$ cat src/rtl/filter_pkg.sv
// Definitions shared by the filter datapath and its sample feeder:
// sample width, feeder FSM states and FIFO pointer sizing.
package filter_pkg;

  localparam int DW = 16;

  typedef enum logic {
    IDLE = 1'b0,
    RUN  = 1'b1
  } feeder_state_e;

  // Address bits needed to index a FIFO of the given depth (depth >= 2).
  function automatic int ptr_w(input int depth);
    return (depth > 1) ? $clog2(depth) : 1;
  endfunction

endpackage

$ cat src/rtl/sample_fifo.sv
// Synchronous sample FIFO; the head entry is read straight out of the
// storage registers, so a pop returns it in the same cycle.
module sample_fifo
  import filter_pkg::*;
#(
  parameter int DW    = 16,
  parameter int DEPTH = 8
) (
  input  logic                     clk,
  input  logic                     reset,
  input  logic                     push,
  input  logic [DW-1:0]            push_data,
  input  logic                     pop,
  output logic [DW-1:0]            head,
  output logic                     full,
  output logic                     empty,
  output logic [$clog2(DEPTH):0]   level
);

  localparam int AW = ptr_w(DEPTH);
  localparam logic [AW:0] PTR_ONE = (AW+1)'(1);

  logic [DW-1:0] mem [DEPTH];
  logic [AW:0]   wr_ptr;
  logic [AW:0]   rd_ptr;
  logic          do_push;
  logic          do_pop;

  // Pointers carry one extra lap bit: equal addresses with different laps
  // means full, identical pointers means empty.
  assign empty   = (wr_ptr == rd_ptr);
  assign full    = (wr_ptr[AW] != rd_ptr[AW]) &&
                   (wr_ptr[AW-1:0] == rd_ptr[AW-1:0]);
  assign level   = wr_ptr - rd_ptr;
  assign head    = mem[rd_ptr[AW-1:0]];
  assign do_push = push && !full;
  assign do_pop  = pop && !empty;

  always_ff @(posedge clk) begin
    if (reset) begin
      wr_ptr <= '0;
      rd_ptr <= '0;
    end else begin
      if (do_push) wr_ptr <= wr_ptr + PTR_ONE;
      if (do_pop)  rd_ptr <= rd_ptr + PTR_ONE;
    end
  end

  // NOTE: storage is deliberately not reset; empty/level gate every read,
  // so stale contents are never observable.
  always_ff @(posedge clk) begin
    if (do_push) mem[wr_ptr[AW-1:0]] <= push_data;
  end

endmodule

$ cat src/rtl/filter_sample_feeder.sv
// Rate-controlled sample source for the filter's Xn input: buffers upstream
// samples and emits one every RATE_DIV clocks, zero-stuffing on underrun.
module filter_sample_feeder
  import filter_pkg::*;
#(
  parameter int DW       = filter_pkg::DW,
  parameter int DEPTH    = 8,
  parameter int RATE_DIV = 4
) (
  input  logic                   clk,
  input  logic                   reset,
  input  logic                   wr_valid,
  input  logic [DW-1:0]          wr_data,
  output logic                   wr_ready,
  input  logic                   run,
  output logic [DW-1:0]          Xn,
  output logic                   x_valid,
  output logic                   underrun,
  output logic [$clog2(DEPTH):0] level
);

  localparam logic [15:0] LAST = 16'(RATE_DIV - 1);

  feeder_state_e state, state_next;
  logic [15:0]   count;
  logic          tick;
  logic          fifo_full;
  logic          fifo_empty;
  logic [DW-1:0] fifo_head;

  assign wr_ready = !fifo_full;

  sample_fifo #(
    .DW    (DW),
    .DEPTH (DEPTH)
  ) u_fifo (
    .clk       (clk),
    .reset     (reset),
    .push      (wr_valid),
    .push_data (wr_data),
    .pop       (tick),
    .head      (fifo_head),
    .full      (fifo_full),
    .empty     (fifo_empty),
    .level     (level)
  );

  // NOTE: sequential state uses non-blocking assignments only, so every
  // register samples pre-edge values regardless of block ordering.
  always_ff @(posedge clk) begin
    if (reset) state <= IDLE;
    else       state <= state_next;
  end

  // NOTE: defaults first so no path through this block leaves a signal
  // unassigned, which would otherwise infer a latch.
  always_comb begin
    state_next = state;
    tick       = 1'b0;
    unique case (state)
      IDLE: if (run) state_next = RUN;
      RUN: begin
        tick = (count == LAST);
        if (!run) state_next = IDLE;
      end
    endcase
  end

  // Counter sits at 0 outside RUN so every return to RUN restarts the period.
  always_ff @(posedge clk) begin
    if (reset || state != RUN) count <= '0;
    else if (tick)             count <= '0;
    else                       count <= count + 16'd1;
  end

  always_ff @(posedge clk) begin
    if (reset) begin
      Xn       <= '0;
      x_valid  <= 1'b0;
      underrun <= 1'b0;
    end else begin
      x_valid <= tick;
      if (tick) begin
        Xn <= fifo_empty ? '0 : fifo_head;
        if (fifo_empty) underrun <= 1'b1;
      end
    end
  end

endmodule

$ cat config.mk
export PLATFORM = sky130hd
export DESIGN_NAME = filter_sample_feeder
export DESIGN_NICKNAME = d
export VERILOG_FILES = /design/src/rtl/filter_pkg.sv /design/src/rtl/sample_fifo.sv /design/src/rtl/filter_sample_feeder.sv
export SDC_FILE = /design/constraint.sdc
export NUM_CORES = 1
export LEC_CHECK = 0
export CAP_MARGIN = 25
export CORE_AREA = 4 4 83 142
export CTS_BUF_LIST = sky130_fd_sc_hd__clkbuf_8
export DETAILED_ROUTE_END_ITERATION = 7
export DIE_AREA = 0 0 87 146
export PLACE_DENSITY = 0.85
export SLEW_MARGIN = 10
export SYNTH_ARGS = -nofsm -noshare
export SYNTH_HDL_FRONTEND = slang
export SYNTH_SLANG_ARGS = --single-unit
$ cat constraint.sdc
create_clock -name clk -period 4.2 [get_ports clk]
set_input_delay 1.05 -clock clk [delete_from_list [all_inputs] [get_ports clk]]
set_output_delay 1.05 -clock clk [all_outputs]
set_load 0.02 [all_outputs]
==> flow_metrics.tcl, run 1 <==
set metrics [dict create \
    status "completed" \
    critical_path.top_delay_family "buffers and inverters" \
    final_common_cell "edfxtp_1" \
    power_density_mw_per_mm2 393 \
    fin_crit_sh_pct 82.3 \
    synth_top_area_cell "edfxtp_1" \
    die_w_um 87 \
    ir_drop_v 0.000289 \
    hpwlAfterDp_um 7840 \
    max-slew-margin-rel_pct 40.3 \
    cts_buffer_depth 2 \
    diodes 0 \
    rsz0062_at_grt "false" \
    cts_buffers 17 \
    clockRootBuffer "clkbuf_8" \
    crit_type "reg2out" \
    path_buf_inv 1 \
    nets 488 \
    holdWs_ns 0.450 \
    p_leak_nw 2.43 \
    maxSlewViolCount 0 \
    hold_viol 0 \
    synth_warnings 0 \
    synth.yosys.seq_area_share_pct 70.4 \
    cts.sinks 174 \
    slowest_delay_ns 0.62 \
    via_count 3569 \
    path_clk_slew_ns 0.08 \
    skew_ns 0.0107 \
    setup_viol 0 \
    synth_area_mm2 0.00677 \
    ys_ff_latch 174 \
    synthDistinctLibCells 37 \
    drtIter0Drc 310 \
    drc_errors 0 \
    syn_nets 431 \
    cpMaxStageDelayCell "clkdlybuf4s50_1" \
    synth_top_area_share_pct 56.8 \
    synthTopCellsByArea "edfxtp_1 57%, dfxtp_1 14%, mux4_2 11%" \
    cts_tree "done" \
    drive_gt1_share_pct 19.2 \
    dieArea_mm2 0.0127 \
    worstMarginPinSlew_ns 0.895 \
    area_delta_synth_final_pct 14.8 \
    pin_count 43 \
    placed_area_mm2 0.00737 \
    vias_per_cell 5.92 \
    drtPass1Iterations 5 \
    design_area_mm2 0.00777 \
    insertion_delay_ns 0.44 \
    wirelength_um 11900 \
    grt.total_usage_pct 20.9 \
    grt_max_degree 33 \
    cp_max_fo 10 \
    arrival_ns 2.41 \
    layout_common_cells "128 x edfxtp_1, 44 x dfxtp_1, 42 x clkdlybuf4s50_1" \
    die_height_um 146 \
    grt_overflow 0 \
    cts.htree.levels 4 \
    hold_path_class "reg2reg" \
    antenna_found_initial 0 \
    grt_pass1_vias 3789 \
    cap_violations 0 \
    antenna_left 0 \
    end_kind "output port" \
    hold_buffers 0 \
    tns_ns 0 \
    wl_per_cell_um 19.7 \
    max_freq_mhz 289 \
    initial_core_util_pct 63.3 \
    cts-resized-gates 0 \
    synthCells 404 \
    cp_cell_sequence "ha_1 -> a21o_1 -> a21oi_1 -> xnor2_1 -> clkdlybuf4s50_1" \
    startpoint_type "flop" \
    cts_setup_buffers 0 \
    required_ns 3.15 \
    core_mm2 0.0107 \
    postSynthAreaPerCell_um2 16.7 \
    grt_pass1_wl_um 19700 \
    rows 50 \
    period_minus_slack_ns 3.46 \
    portBuffers 42 \
    gp_congestion 0.796 \
]
[worst register-to-register path, delay by kind of cell, from the launching register on]
family                     cells  cell delay, ns
adders and majority gates      1            0.40
DFF                            1            0.40
and+or+nand+nor                3            1.37
AOI/OAI and AO/OA              1            0.22
[final timing paths]
| check | from | endpoint | slack [ns] | cells after the start |
|---|---|---|---|---|
| max reg2reg | u_fifo.wr_ptr[2] | Xn[3] | 1.66 | 5 |
| max | u_fifo.wr_ptr[1] | level[3] | 0.74 | 5 |
| min | Xn[2] | Xn[2] | 0.45 | 2 |
| min reg2reg | Xn[2] | Xn[2] | 0.45 | 2 |
[stage by stage]
step	instances	power (mW)	utilization, %	setup WS (ns)
6_report	603	3.05	72.6	0.743
5_1_grt	603	3.18	72.6	0.595
4_1_cts	602	3.08	72.3	0.701
3_5_place_dp	571	2.03	68.9	1.19
3_3_place_gp	571	2.03	68.9	1.22
2_1_floorplan	404	1.97	-	1.29
[cell type report]
type	count	area (µm²)
fill	633	2930
multi-input combinational	204	1900
clock inverter	12	109
timing repair buffer	54	531
inverter	10	37.5
clock buffer	19	262
sequential	174	4770
tap	130	163
[per-layer routing]
metal,vias up,GRT usage [%],wire length (µm)
met5,-,0,0
met4,0,6.24,197
met3,16,5.21,508
met2,106,36.9,6810
met1,1782,24.6,4370
li1,1665,-,-
[synth_stat cells]
cell type	n
a21oi_1	12
nand2b_1	3
mux2i_1	16
nand4_2	1
nand2_1	24
mux4_2	32
edfxtp_1	128
nor4b_2	1
dfxtp_1	46
or3_1	2
nor3_1	5
and3_1	1
xnor2_1	15
xor2_1	5
o21ai_2	10
buf_6	2
or4_1	2
o211ai_1	1
nor4_1	5
o21ai_0	4
clkbuf_1	10
nand3_1	10
a41oi_1	1
o31ai_1	2
nor4b_4	1
a21o_1	1
nor2_1	28
nor2b_1	1
nand3b_1	1
fa_1	1
or3b_2	1
o21ai_1	5
nor4_4	2
buf_2	4
ha_1	6
nand4_1	5
inv_1	10
[sequential cells by signal, summed over array words and instances (netlist names), named ones only]
register	flops
u_fifo.rd_ptr	4
u_fifo.wr_ptr	4
u_fifo.mem	128
underrun	1
x_valid	1
count	16
state	1
Xn	16
[power by group]
| part | total [mW] | switching (mW) | internal (mW) |
|---|---|---|---|
| logic | 0.115 | 0.0648 | 0.0500 |
| clock network | 1.06 | 0.517 | 0.542 |
| registers | 1.88 | 0.00934 | 1.87 |
[logic make-up after synthesis]
group           count (synthesis)  synth area share (%)
compound gates                 36                  3.42
xor+xnor                       20                  2.59
fa+ha+maj                       7                  1.41
buf+inv                        26                  1.74
flops                         174                  70.4
mux                            48                  13.0
simple gates                   93                  7.41
Note: power is estimated with default switching activity, not from simulation.
==> run 2: changes to the inputs <==
Settings changed: CORE_AREA 4 4 83 142 to 4 4 89 154, DIE_AREA 0 0 87 146 to 0 0 93 158, PLACE_DENSITY 0.85 to 0.77.
Clock period 4.2 ns to 2.8 ns, I/O delays scaled along.
==> flow_metrics.tcl, run 2 (synthesized netlist as in run 1, its figures left out) <==
set metrics [dict create \
    cp_max_fo 5 \
    cts-resized-gates 6 \
    antenna_left 0 \
    drtPass1Iterations 4 \
    path_clk_slew_ns 0.09 \
    layout_common_cells "128 x edfxtp_1, 43 x dfxtp_1, 38 x clkdlybuf4s50_1" \
    antenna_found_initial 0 \
    fin_cells 647 \
    grt_overflow 0 \
    max-slew-margin-rel_pct 57.6 \
    area_delta_synth_final_pct 15.8 \
    core_mm2 0.0124 \
    cts.htree.levels 4 \
    die_w_um 93 \
    nets 493 \
    grt.total_usage_pct 18.2 \
    grt_pass1_wl_um 19600 \
    arrival_ns 1.97 \
    pin_count 43 \
    drtIter0Drc 292 \
    cap_violations 0 \
    grt_max_degree 33 \
    dp_cells 615 \
    cts_buffers 17 \
    drive_gt1_share_pct 21.7 \
    max_freq_mhz 374 \
    holdWs_ns 0.452 \
    placed_area_mm2 0.00746 \
    dieArea_mm2 0.0147 \
    insertion_delay_ns 0.46 \
    final_common_cell "edfxtp_1" \
    via_count 3608 \
    largest_reg_flops 128 \
    power_density_mw_per_mm2 589 \
    drc_errors 0 \
    rsz0062_at_grt "false" \
    die_height_um 158 \
    worstMarginPinSlew_ns 0.634 \
    status "completed" \
    design_area_mm2 0.00783 \
    wirelength_um 12300 \
    grt_pass1_vias 3790 \
    hpwlAfterDp_um 7910 \
    end_kind "output port" \
    initial_core_util_pct 54.4 \
    required_ns 2.10 \
    hold_path_class "reg2reg" \
    startpoint_type "flop" \
    vias_per_cell 5.58 \
    diodes 0 \
    fillCellCount 941 \
    tns_ns 0 \
    hold_viol 0 \
    gp_congestion 0.766 \
    portBuffers 42 \
    maxSlewViolCount 0 \
    setup_viol 0 \
    cts_tree "done" \
    fin_crit_sh_pct 95.5 \
    p_leak_nw 2.45 \
    power.total_mw 4.61 \
    wl_per_cell_um 18.9 \
    period_minus_slack_ns 2.67 \
    skew_ns 0.0146 \
    cts.sinks 174 \
    cts_setup_buffers 0 \
    rows 54 \
    ir_drop_v 0.000333 \
    clockRootBuffer "clkbuf_8" \
    hold_buffers 0 \
    crit_type "reg2out" \
    cts_buffer_depth 2 \
]
## run 2: cell types whose count changed in the layout (fill, tap and decap cells not counted), moves of 3 or more
cell,before,now
clkdlybuf4s50_1,42,38
dlygate4sd2_1,0,3
inv_6,0,4
inv_8,0,5
inv_1,15,10
buf_4,11,17
## run 2: stage by stage
step                utilization [%]  worst slack [ns]
global placement               60.0             0.237
finish                         63.0             0.127
floorplan                         -             0.292
detailed placement             60.0             0.191
CTS                            63.0           -0.0251
global route                   63.0            0.0159
## run 2: worst paths after layout
check,start,end,slack (ns),cells past startpoint
worst max register to register,u_fifo.rd_ptr[2],u_fifo.mem[5][1],0.61,7
worst max-delay path,u_fifo.rd_ptr[0],level[2],0.13,5
worst min-delay path,Xn[2],Xn[2],0.45,2
worst min register to register,Xn[2],Xn[2],0.45,2
## run 2: power by group
group | internal [mW] | total, mW | switching [mW]
combinational | 0.0742 | 0.175 | 0.101
sequential | 2.80 | 2.81 | 0.0112
clock | 0.661 | 1.62 | 0.961
total | 3.54 | 4.61 | 1.07
## run 2: routing by layer
metal  up-vias  GRT usage [%]  part of all wire, %
li1       1677              -                    -
met1      1836           20.3                   38
met2        77           33.2                   56
met3        18           5.14                  3.7
met4         0           6.29                  1.9
met5         -              0                    0
## run 2: cell type report
type                            count  area [µm²]  area share (%)
Tap cell                          168         210            2.68
Multi-Input combinational cell    204        1900            24.2
Timing Repair Buffer               59         539            6.88
Sequential cell                   174        4770            60.9
Clock buffer                       17         234            2.99
Clock inverter                     15         145            1.85
Inverter                           10        37.5           0.479
## run 2: worst max-delay path, stage by stage, from the launching register on
cell	delay [ns]
dfxtp_1	0.41
ha_1	0.17
inv_1	0.06
fa_1	0.37
xor2_1	0.15
dlygate4sd2_1	0.36
